### src/rtl/pio_pkg.sv
// Shared types and constants for the PIO initiator and its responders.
package pio_pkg;

    typedef enum logic [1:0] {
        IDLE    = 2'd0,
        ISSUE   = 2'd1,
        WAIT_RD = 2'd2,
        RESP    = 2'd3
    } pio_state_e;

    localparam logic PIO_WRITE = 1'b1;
    localparam logic PIO_READ  = 1'b0;

    localparam int PIO_ADDR_W = 32;
    localparam int PIO_DATA_W = 32;

endpackage

### src/rtl/pio_master.sv
// PIO initiator: turns one host request at a time into a PIO command strobe,
// collects read data or times out, and returns one response per request.
module pio_master
    import pio_pkg::*;
#(
    parameter int ADDR_W      = PIO_ADDR_W,
    parameter int DATA_W      = PIO_DATA_W,
    parameter int TIMEOUT_CYC = 16
) (
    input  logic              clk,
    input  logic              reset,
    input  logic              req_vld,
    output logic              req_rdy,
    input  logic              req_rw,
    input  logic [ADDR_W-1:0] req_addr,
    input  logic [DATA_W-1:0] req_wdata,
    output logic              rsp_vld,
    input  logic              rsp_rdy,
    output logic              rsp_rw,
    output logic [DATA_W-1:0] rsp_rdata,
    output logic              rsp_err,
    output logic              pio_cmd_vld,
    output logic              pio_rw,
    output logic [ADDR_W-1:0] pio_addr,
    output logic [DATA_W-1:0] pio_data_w,
    input  logic [DATA_W-1:0] pio_data_r,
    input  logic              pio_rd_vld,
    output logic [7:0]        stray_cnt
);

    // Counter value seen in the last WAIT_RD cycle a read is allowed.
    localparam logic [7:0] TMO_LAST = 8'(TIMEOUT_CYC - 1);

    pio_state_e state;
    logic [7:0] tmo_cnt;

    // NOTE: every register here uses <= so all updates in one edge see the
    // pre-edge values; mixing in = would make results depend on statement order.
    always_ff @(posedge clk) begin
        // NOTE: the reset is synchronous, so it only acts on a clock edge and
        // the reset cycle itself still shows the pre-reset register values.
        if (reset) begin
            state       <= IDLE;
            tmo_cnt     <= '0;
            req_rdy     <= 1'b0;
            rsp_vld     <= 1'b0;
            rsp_rw      <= 1'b0;
            rsp_rdata   <= '0;
            rsp_err     <= 1'b0;
            pio_cmd_vld <= 1'b0;
            pio_rw      <= 1'b0;
            pio_addr    <= '0;
            pio_data_w  <= '0;
            stray_cnt   <= '0;
        end else begin
            // Read-valid outside WAIT_RD carries no data we asked for.
            if (pio_rd_vld && state != WAIT_RD && stray_cnt != 8'hFF)
                stray_cnt <= stray_cnt + 8'd1;

            case (state)
                IDLE: begin
                    req_rdy <= 1'b1;
                    if (req_vld && req_rdy) begin
                        req_rdy     <= 1'b0;
                        pio_cmd_vld <= 1'b1;
                        pio_rw      <= req_rw;
                        pio_addr    <= req_addr;
                        pio_data_w  <= req_wdata;
                        state       <= ISSUE;
                    end
                end

                ISSUE: begin
                    pio_cmd_vld <= 1'b0;
                    rsp_rw      <= pio_rw;
                    tmo_cnt     <= '0;
                    if (pio_rw == PIO_WRITE) begin
                        rsp_rdata <= '0;
                        rsp_err   <= 1'b0;
                        rsp_vld   <= 1'b1;
                        state     <= RESP;
                    end else begin
                        state <= WAIT_RD;
                    end
                end

                WAIT_RD: begin
                    if (pio_rd_vld) begin
                        rsp_rdata <= pio_data_r;
                        rsp_err   <= 1'b0;
                        rsp_vld   <= 1'b1;
                        state     <= RESP;
                    end else if (tmo_cnt == TMO_LAST) begin
                        rsp_rdata <= '0;
                        rsp_err   <= 1'b1;
                        rsp_vld   <= 1'b1;
                        state     <= RESP;
                    end else begin
                        tmo_cnt <= tmo_cnt + 8'd1;
                    end
                end

                RESP: begin
                    if (rsp_rdy) begin
                        rsp_vld <= 1'b0;
                        req_rdy <= 1'b1;
                        state   <= IDLE;
                    end
                end

                default: state <= IDLE;
            endcase
        end
    end

endmodule

### config.mk
export PLATFORM = sky130hd
export DESIGN_NAME = pio_master
export DESIGN_NICKNAME = d
export VERILOG_FILES = /design/src/rtl/pio_pkg.sv /design/src/rtl/pio_master.sv
export SDC_FILE = /design/constraint.sdc
export NUM_CORES = 1
export LEC_CHECK = 0
export BUFFER_PORTS_ARGS = -buffer_cell sky130_fd_sc_hd__buf_2
export CORE_ASPECT_RATIO = 1.2
export CORE_MARGIN = 8
export CORE_UTILIZATION = 35
export DETAILED_ROUTE_END_ITERATION = 10
export HOLD_SLACK_MARGIN = 0.05
export SLEW_MARGIN = 40
export SYNTH_ARGS = -nofsm -noshare
export SYNTH_HDL_FRONTEND = slang
export SYNTH_SLANG_ARGS = --single-unit
export TNS_END_PERCENT = 50
### constraint.sdc
create_clock -name clk -period 2.4 [get_ports clk]
set_input_delay 0.24 -clock clk [delete_from_list [all_inputs] [get_ports clk]]
set_output_delay 0.24 -clock clk [all_outputs]
set_load 0.1 [all_outputs]
==> results of run 1 <==
-- tightest hold or removal path: stages --
cell     delay, ns
buf_2         0.10
nand2_1       0.04
a21oi_1       0.05
-- path summary, 6_finish.rpt --
path / from / endpoint / slack (ns)
worst max-delay path: state[0] / rsp_rdata[13] / 0.56
worst min-delay path: req_addr[8] / pio_addr[8] / 0.07
worst max register to register: state[0] / rsp_rdata[13] / 0.56
worst min register to register: pio_addr[9] / pio_addr[9] / 0.45
-- cell type report --
| type | count | area (um2) |
|---|---|---|
| fill | 1269 | 6440 |
| sequential | 120 | 2400 |
| multi-input combinational | 395 | 2180 |
| timing repair buffer | 238 | 1350 |
| clock buffer | 19 | 453 |
| tap | 168 | 210 |
| clock inverter | 13 | 171 |
| inverter | 7 | 26.3 |
-- per-stage QoR --
stage | hold WS, ns | total power [W] | setup slack, ns | util, %
after CTS | 0.0502 | 0.00852 | 0.547 | 51.4
after global routing | 0.0555 | 0.00881 | 0.417 | 51.4
after floorplan | 0.376 | 0.00523 | 0.228 | -
final | 0.0700 | 0.00842 | 0.558 | 51.4
after global placement | 0.439 | 0.00576 | 0.636 | 45.0
after detailed placement | 0.444 | 0.00582 | 0.555 | 45.0
-- power by group through the flow --
stage                     clock network (W)  registers, W  logic, W
final                               0.00264       0.00238   0.00341
after global routing                0.00280       0.00241   0.00360
after CTS                           0.00271       0.00238   0.00343
after detailed placement                  0       0.00242   0.00340
after global placement                    0       0.00241   0.00335
after floorplan                           0       0.00398   0.00125
-- metal layers --
layer,up-vias,GRT usage [%]
li1,2287,-
met1,2048,18.2
met2,190,24.3
met3,19,6.79
met4,0,6.75
met5,-,0
-- logic make-up after synthesis --
| kind of cell | Yosys count |
|---|---|
| and+or+nand+nor | 252 |
| DFF | 120 |
| AOI/OAI and AO/OA | 93 |
| buffers and inverters | 42 |
| muxes | 35 |
| xor gates and xnor gates | 8 |
| adders and majority gates | 7 |
-- cell usage in the layout (no fill, tap or decap), types with 2 or more instances in the layout --
| master | instances |
|---|---|
| nand3_1 | 3 |
| and4_1 | 2 |
| nor3_1 | 2 |
| nand3b_1 | 2 |
| nor2_1 | 20 |
| nor2b_1 | 4 |
| o21bai_1 | 2 |
| bufinv_16 | 3 |
| a311oi_1 | 3 |
| clkinv_4 | 4 |
| a31oi_1 | 3 |
| mux2i_1 | 35 |
| clkbuf_8 | 2 |
| xnor2_1 | 3 |
| dlygate4sd3_1 | 21 |
| buf_4 | 4 |
| ha_1 | 7 |
| o21ai_0 | 2 |
| xor2_1 | 5 |
| and3_1 | 3 |
| clkinvlp_4 | 5 |
| a21oi_1 | 72 |
| clkbuf_16 | 17 |
| nand4_1 | 3 |
| buf_2 | 210 |
| inv_1 | 7 |
| dfxtp_1 | 120 |
| nand2b_1 | 38 |
| buf_12 | 3 |
| nand2_1 | 166 |
-- state kept, by name (all words and copies together) (netlist names) --
signal       count
rsp_rdata       32
pio_data_w      32
stray_cnt        8
pio_addr        32
pio_cmd_vld      1
rsp_vld          1
req_rdy          1
pio_rw           1
state            2
rsp_rw           1
tmo_cnt          8
rsp_err          1
==> summary.txt, run 1 <==
Status -> completed
Area share of the largest cell type after synthesis -> 50.5%
WL met3 -> 1500 um
Die H -> 144 um
Die ar. -> 17,600 um2
Grt total ovfl -> 0
Cell with the most instances after synthesis -> nand2_1
PwrDens -> 1240 nW/um2
Worst-Margin Slew -> 0.514 ns
Top post-synthesis cells by count -> nand2_1, dfxtp_1, a21oi_1
Worst Reg-to-Reg Cells -> 7
Sw Pwr -> 0.00368 W
Worst setup SP type -> flop
Post-synthesis simple-gate area fraction -> 24.0%
Post-Synthesis Cells -> 557
Clock Skew -> 0.00566 ns
DIE WIDTH -> 122 um
Critical Path Max Stage Delay -> 0.38 ns
IO buf count -> 211
Share of cells above drive strength 1 -> 32.4%
Critical path, cell by cell -> inv_1 -> ha_1 -> nand2b_1 -> a21oi_2 -> nor3_4 -> buf_12 -> mux2i_1
Leading area contributor after synthesis -> dfxtp_1
IO Pins -> 212
Xor-xnor portion of the synthesized cell area -> 1.47%
Combinational power share -> 40.4%
Post-synth net total -> 666
Post-DP HPWL -> 9960 um
Drt total wl -> 14,000 um
Min-Delay Path Class -> input port to flop
Fin nets -> 888
Final GP Congestion -> 0.805
Pint -> 0.00475 W
Initial Util -> 35.9%
Met2 wire length -> 6350 um
Max-Slew Margin vs Limit -> 65.7%
Final worst path period need -> 1.84 ns
# DRC -> 0
Total GRT Usage -> 15.6%
CP max-delay cell -> dfxtp_1
Worst Setup End Kind -> flop
Multiplexer share of the synthesized area -> 7.36%
Synth async-reset ratio -> 0%
Adder-cell share of the synthesized area -> 1.84%
Top_reg_cell synth -> dfxtp_1
Post-synthesis compound-gate area fraction -> 11.0%
Placed Area -> 5960 um2
Num rows -> 46
Hold Path Depth -> 3
Sequential share of power -> 28.2%
Max cap viols -> 0
Area delta synth->final -> 42.9%
Clock transition at path regs -> 0.06 ns
CTS Hold Bufs -> 21
Peak VDD IR -> 0.000612 V
CTS H-tree lvls -> 4
Delay-heaviest family, CP -> simple AND/OR/NAND/NOR gates
Via/cell ratio -> 4.73
Register area share after synthesis -> 50.5%
Routed wire per std cell -> 14.5 um
CTS resizes -> 0
Leakage -> 3.02 nW
Finished Layout Cells -> 960
Post-Layout Inst Area -> 6800 um2
Top post-synthesis cells by area -> dfxtp_1, nand2_1, a21oi_1, mux2i_1, nand2b_1
YS warnings -> 0
Wire length on met1 -> 5890 um
Peak Freq -> 0.543 GHz
1st-iter DRT viols -> 297
#FFs+latches synth -> 120
Antenna fix cells -> 0
Cell Area, Synth -> 4760 um2
Final TNS setup -> 0 ns
DR vias -> 4,544
Clock share of power -> 31.3%
Data arrival at the endpoint of the critical path -> 2.18 ns
Top Metal Used -> met4
Main combinational cell family by area after synthesis -> simple AND/OR/NAND/NOR gates
Core area -> 13,200 um2
Setup-failing EPs final -> 0
ANT nets after route -> 0
First-pass GRT wire length -> 22,100 um
Clock Root Buffer -> clkbuf_16
Buffers inserted by post-CTS timing repair -> 0
Pin count of the biggest net entering global routing -> 66
Worst Path Class, Setup -> flop to flop
Vias in the first global route -> 4,630
First-pass DRT Iterations -> 7
Synth unique cells -> 41
CP Depth -> 7
Buffers and inverters on the worst path -> 2
Final hold vios -> 0
Clk_lat worst skew -> 0.41 ns
Avg Inst Size Synth -> 8.54 um2
Fin crit share -> 76.7%
CTS tree -> built
Antenna violations before repair -> 0
RSZ-0062 raised after global routing -> false
Placed Cells -> 907
Final Slew Violations -> 0
Data required, critical path -> 2.73 ns
Sw frac -> 43.7%
CTS max path bufs -> 2
Number of synthesized flops with an enable pin -> 0
Max FO, Critical Path -> 33
CTS Buf Count -> 17
Clock Sinks -> 120
Power figures use the tool's default switching activity.
==> run 2: changes to the inputs <==
- clock period: 2.4 -> 1.9 ns (I/O delays scaled with it)
==> run 2 against run 1 <==
  * Cell count rose by 8.3%
  * Core utilization rose by 6.4 points
  * Die area did not move
  * Combinational power rose by 38%
  * Clock skew rose by 0.0038 ns
==> summary.txt, run 2 (synthesized netlist as in run 1, its figures left out) <==
Status -> completed (unchanged)
First-pass DRT Iterations -> 4 (was 7)
Via/cell ratio -> 4.70 (was 4.73)
Most common cell after layout, fill and taps aside -> buf_2 (unchanged)
Fin nets -> 968 (was 888)
ANT nets after route -> 0 (unchanged)
Delay-heaviest family, CP -> buffers and inverters (was simple AND/OR/NAND/NOR gates)
CTS tree -> built (unchanged)
Setup-failing EPs final -> 0 (unchanged)
PwrDens -> 1440 nW/um2 (was 1240 nW/um2)
Combinational power share -> 42.7% (was 40.4%)
# DRC -> 0 (unchanged)
Core area -> 13,200 um2 (unchanged)
Initial Util -> 35.9% (unchanged)
Clock Skew -> 0.00946 ns (was 0.00566 ns)
CP max-delay cell -> dfxtp_1 (unchanged)
Worst setup SP type -> flop (unchanged)
Pin count of the biggest net entering global routing -> 74 (was 66)
CTS Buf Count -> 17 (unchanged)
Clk_lat worst skew -> 0.40 ns (was 0.41 ns)
Peak Freq -> 0.561 GHz (was 0.543 GHz)
Worst Setup End Kind -> flop (unchanged)
Highest-count cells in the layout ignoring fill and taps -> buf_2, nand2_1, dfxtp_1, dlygate4sd3_1, a21oi_1 (was buf_2, nand2_1, dfxtp_1, a21oi_1, nand2b_1)
Final worst path period need -> 1.78 ns (was 1.84 ns)
Drt total wl -> 15,300 um (was 14,000 um)
Max cap viols -> 0 (unchanged)
Critical path, cell by cell -> inv_1 -> ha_1 -> nand2b_1 -> a21oi_4 -> nor3_4 -> buf_4 -> buf_6 -> o21a_1 (was inv_1 -> ha_1 -> nand2b_1 -> a21oi_2 -> nor3_4 -> buf_12 -> mux2i_1)
Antenna violations before repair -> 1 (was 0)
Sw frac -> 43.1% (was 43.7%)
Pint -> 0.00625 W (was 0.00475 W)
Min-Delay Path Class -> input port to flop (unchanged)
Routed wire per std cell -> 14.7 um (was 14.5 um)
Sw Pwr -> 0.00474 W (was 0.00368 W)
Placed Area -> 6010 um2 (was 5960 um2)
CTS H-tree lvls -> 4 (unchanged)
Worst Path Class, Setup -> flop to flop (unchanged)
Final Slew Violations -> 0 (unchanged)
IO Pins -> 212 (unchanged)
Vias in the first global route -> 5,012 (was 4,630)
Grt total ovfl -> 0 (unchanged)
Clock Sinks -> 120 (unchanged)
Hold Path Depth -> 3 (unchanged)
Die H -> 144 um (unchanged)
Share of cells above drive strength 1 -> 30.8% (was 32.4%)
Worst Reg-to-Reg Cells -> 8 (was 7)
CP Depth -> 8 (was 7)
IO buf count -> 211 (unchanged)
CTS max path bufs -> 2 (unchanged)
Data arrival at the endpoint of the critical path -> 2.07 ns (was 2.18 ns)
Max FO, Critical Path -> 8 (was 33)
Total GRT Usage -> 16.5% (was 15.6%)
Fill count -> 1,144 (was 1,269)
Final hold vios -> 0 (unchanged)
Antenna fix cells -> 0 (unchanged)
First-pass GRT wire length -> 23,700 um (was 22,100 um)
Area delta synth->final -> 60.6% (was 42.9%)
Clock share of power -> 29.9% (was 31.3%)
DR vias -> 4,885 (was 4,544)
Data required, critical path -> 2.19 ns (was 2.73 ns)
Post-Layout Inst Area -> 7640 um2 (was 6800 um2)
Fin crit share -> 93.8% (was 76.7%)
FF-to-FF setup slack -> 0.12 ns (was 0.56 ns)
Final GP Congestion -> 0.774 (was 0.805)
Post-DP HPWL -> 10,000 um (was 9960 um)
DIE WIDTH -> 122 um (unchanged)
Die ar. -> 17,600 um2 (unchanged)
Peak VDD IR -> 0.000868 V (was 0.000612 V)
Leakage -> 3.38 nW (was 3.02 nW)
Clock transition at path regs -> 0.06 ns (about the same)
Hold_ws -> 0.0749 ns (was 0.0700 ns)
Num rows -> 46 (unchanged)
Critical Path Max Stage Delay -> 0.34 ns (was 0.38 ns)
Max-Slew Margin vs Limit -> 65.8% (was 65.7%)
Buffers and inverters on the worst path -> 3 (was 2)
Sequential share of power -> 27.4% (was 28.2%)
Biggest regs -> pio_addr x32, pio_data_w x32, rsp_rdata x32 (unchanged)
Clock Root Buffer -> clkbuf_16 (unchanged)
Worst-Margin Slew -> 0.517 ns (was 0.514 ns)
1st-iter DRT viols -> 283 (was 297)
run 2: changes by cell type in the layout (fill, tap and decap cells not counted), sizes merged:
cell / change
clkbuf: +1
inv: +2
clkinvlp: -2
buf: +4
dlygate4sd3: +75
run 2: final cells by class:
class,instances,area (um2),area share [%]
multi-input cells,395,2190,28.7
well taps,168,210,2.75
repair buffers,318,2190,28.6
clock inverters,13,170,2.23
inverters,7,26.3,0.344
flip-flops and latches,120,2410,31.6
clock buffers,19,443,5.80
run 2: power by group through the flow:
stage / logic [W] / registers [W] / clock network, W
after floorplan: 0.00158 / 0.00503 / 0
after global routing: 0.00496 / 0.00306 / 0.00348
after global placement: 0.00427 / 0.00306 / 0
after detailed placement: 0.00433 / 0.00307 / 0
after CTS: 0.00449 / 0.00302 / 0.00337
final: 0.00470 / 0.00301 / 0.00328
run 2: final timing paths:
path / from / end
setup / recovery: state[0] / rsp_err
hold / removal: pio_data_r[30] / rsp_rdata[30]
setup reg to reg: state[0] / rsp_err
hold reg to reg: pio_addr[14] / pio_addr[14]
run 2: repair_timing:
item	4_1_cts	5_1_grt
hold buffers	96	0
resized for setup	0	1
buffers inserted	0	2
setup endpoints to repair	0	27
hold endpoints to repair	96	0
run 2: per-layer routing:
layer	track usage, %	wire length (um)	vias to the layer above
li1	-	-	2444
met1	18.4	6430	2230
met2	27.7	7230	188
met3	6.71	1400	21
met4	5.78	235	2
met5	0	13	-
run 2: metrics by stage:
step                      TNS (ns)  total power [W]  utilization (%)  setup slack [ns]  cells
after global routing      -0.00551           0.0115             57.7          -0.00551   1040
after global placement           0          0.00732             45.4             0.147    908
after CTS                        0           0.0109             57.3            0.0452   1036
final                            0           0.0110             57.7             0.119   1040
after detailed placement         0          0.00740             45.4            0.0585    908
after floorplan              -4.27          0.00661                -            -0.145    557
run 2: worst reg2reg max path, cell delays in order, from the launching register on:
cell and delay (ns):
dfxtp_1 0.34, inv_1 0.13, ha_1 0.30, nand2b_1 0.14, a21oi_4 0.22, nor3_4 0.06
buf_4 0.17, buf_6 0.15, o21a_1 0.16
==> run 3: changes to the inputs <==
- MAX_ROUTING_LAYER: default -> met4
==> run 3 against run 2 <==
  * Via count rose by 0.31%
  * First-iteration DRC count fell by 8.5%
  * Cell count hardly changed
  * Die area did not move
  * Sequential power about the same
  * Register-to-register slack about the same
  * Non-clock buffer count is the same
  * Fmax about the same
  * Total power about the same
  * Global-route usage grew 0.45 points
  * Critical path type unchanged
  * Largest power group unchanged
==> summary.txt, run 3 (synthesized netlist as in run 1, its figures left out) <==
Status -> completed (unchanged)
CP max-delay cell -> dfxtp_1 (unchanged)
Most common cell after layout, fill and taps aside -> buf_2 (unchanged)
Hold_ws -> 0.0763 ns (was 0.0749 ns)
Worst-Margin Slew -> 0.515 ns (was 0.517 ns)
Clk_lat worst skew -> 0.40 ns (about the same)
Pin count of the biggest net entering global routing -> 74 (unchanged)
First-pass GRT wire length -> 23,600 um (was 23,700 um)
Hold Crit Start -> pio_data_r[30] (unchanged)
Max cap viols -> 0 (unchanged)
Highest-count cells in the layout ignoring fill and taps -> buf_2, nand2_1, dfxtp_1, dlygate4sd3_1, a21oi_1 (unchanged)
Fin crit share -> 93.8% (about the same)
Final hold vios -> 0 (unchanged)
Final worst path period need -> 1.78 ns (about the same)
DR vias -> 4,900 (was 4,885)
CTS tree -> built (unchanged)
Area delta synth->final -> 60.6% (about the same)
Post-layout util -> 57.7% (about the same)
Leakage -> 3.38 nW (unchanged)
IO Pins -> 212 (unchanged)
Final WS setup -> 0.117 ns (was 0.119 ns)
Final GP Congestion -> 0.785 (was 0.774)
# DRC -> 0 (unchanged)
Initial Util -> 35.9% (unchanged)
Share of cells above drive strength 1 -> 30.8% (unchanged)
ANT nets after route -> 0 (unchanged)
Worst Path Class, Setup -> flop to flop (unchanged)
Setup-failing EPs final -> 0 (unchanged)
Routed wire per std cell -> 14.7 um (about the same)
Worst setup startpoint -> state[0] (unchanged)
Max FO, Critical Path -> 8 (unchanged)
Via/cell ratio -> 4.71 (was 4.70)
CTS Buf Count -> 17 (unchanged)
Post-Layout Inst Area -> 7640 um2 (about the same)
Fill count -> 1,143 (was 1,144)
Fin nets -> 968 (unchanged)
Clock Skew -> 0.00873 ns (was 0.00946 ns)
Clock transition at path regs -> 0.06 ns (about the same)
Data arrival at the endpoint of the critical path -> 2.07 ns (about the same)
Peak Freq -> 0.561 GHz (about the same)
Num rows -> 46 (unchanged)
Min-Delay Path Class -> input port to flop (unchanged)
Clock Sinks -> 120 (unchanged)
CTS max path bufs -> 2 (unchanged)
Worst setup SP type -> flop (unchanged)
Biggest regs -> pio_addr x32, pio_data_w x32, rsp_rdata x32 (unchanged)
R2R Path Start -> state[0] (unchanged)
CTS H-tree lvls -> 4 (unchanged)
1st-iter DRT viols -> 259 (was 283)
Post-DP HPWL -> 10,000 um (unchanged)
Vias in the first global route -> 5,012 (unchanged)
Die H -> 144 um (unchanged)
Total GRT Usage -> 17.0% (was 16.5%)
Placed Area -> 6010 um2 (unchanged)
Critical Path Max Stage Delay -> 0.34 ns (about the same)
IO buf count -> 211 (unchanged)
Finished Layout Cells -> 1,041 (was 1,040)
Peak VDD IR -> 0.000872 V (was 0.000868 V)
Die ar. -> 17,600 um2 (unchanged)
Final Slew Violations -> 0 (unchanged)
Drt total wl -> 15,300 um (about the same)
DIE WIDTH -> 122 um (unchanged)
Data required, critical path -> 2.19 ns (about the same)
Worst Setup End Kind -> flop (unchanged)
Clock Root Buffer -> clkbuf_16 (unchanged)
Antenna violations before repair -> 1 (unchanged)
Max-Slew Margin vs Limit -> 65.9% (was 65.8%)
PwrDens -> 1440 nW/um2 (about the same)
First-pass DRT Iterations -> 4 (unchanged)
Core area -> 13,200 um2 (unchanged)
Placed Cells -> 908 (unchanged)
Grt total ovfl -> 0 (unchanged)
Critical path, cell by cell -> inv_1 -> ha_1 -> nand2b_1 -> a21oi_4 -> nor3_4 -> buf_4 -> buf_6 -> o21a_1 (unchanged)
Dpl ws -> 0.0585 ns (unchanged)
run 3: cell count changes in the layout (fill, tap and decap cells not counted):
cell,delta
diode_2,+1
run 3: through the flow:
step	TNS (ns)	total power (W)
floorplan	-4.27	0.00661
global placement	0	0.00732
detailed placement	0	0.00740
CTS	0	0.0109
global route	-0.00551	0.0115
finish	0	0.0110
run 3: report_power, final:
group / switching (W) / internal (W)
sequential: 0.000182 / 0.00283
combinational: 0.00339 / 0.00131
clock: 0.00117 / 0.00211
run 3: worst paths after layout:
path,end,slack [ns],cells past startpoint
worst max-delay path,rsp_err,0.12,8
worst min-delay path,rsp_rdata[30],0.08,3
worst max register to register,rsp_err,0.12,8
worst min register to register,pio_addr[14],0.45,2
run 3: layout make-up:
type	instances	area, um2	share of cell area, %
sequential	120	2410	31.6
multi-input combinational	395	2190	28.7
inverter	7	26.3	0.344
timing repair buffer	318	2190	28.6
antenna	1	2.50	0.0327
clock inverter	13	170	2.23
tap	168	210	2.75
clock buffer	19	443	5.80
run 3: what timing repair did:
item	4_1_cts	5_1_grt
hold buffers	96	0
resized for setup	0	1
setup endpoints to repair	0	27
endpoints found under the hold margin	96	0
buffers inserted	0	2
run 3: worst max-delay path: cells and delay by family, from the launching register on:
kind	cells	cell delay (ns)
buffers and inverters	3	0.44
AOI/OAI and AO/OA	2	0.38
and+or+nand+nor	2	0.20
DFF	1	0.34
adders and majority gates	1	0.30
run 3: layer usage:
layer	part of all wire, %	track usage [%]	routed length [um]
met3	8.1	5.50	1250
met2	47	27.8	7250
met1	43	19.2	6600
met5	0	-	0
met4	1.5	5.78	226
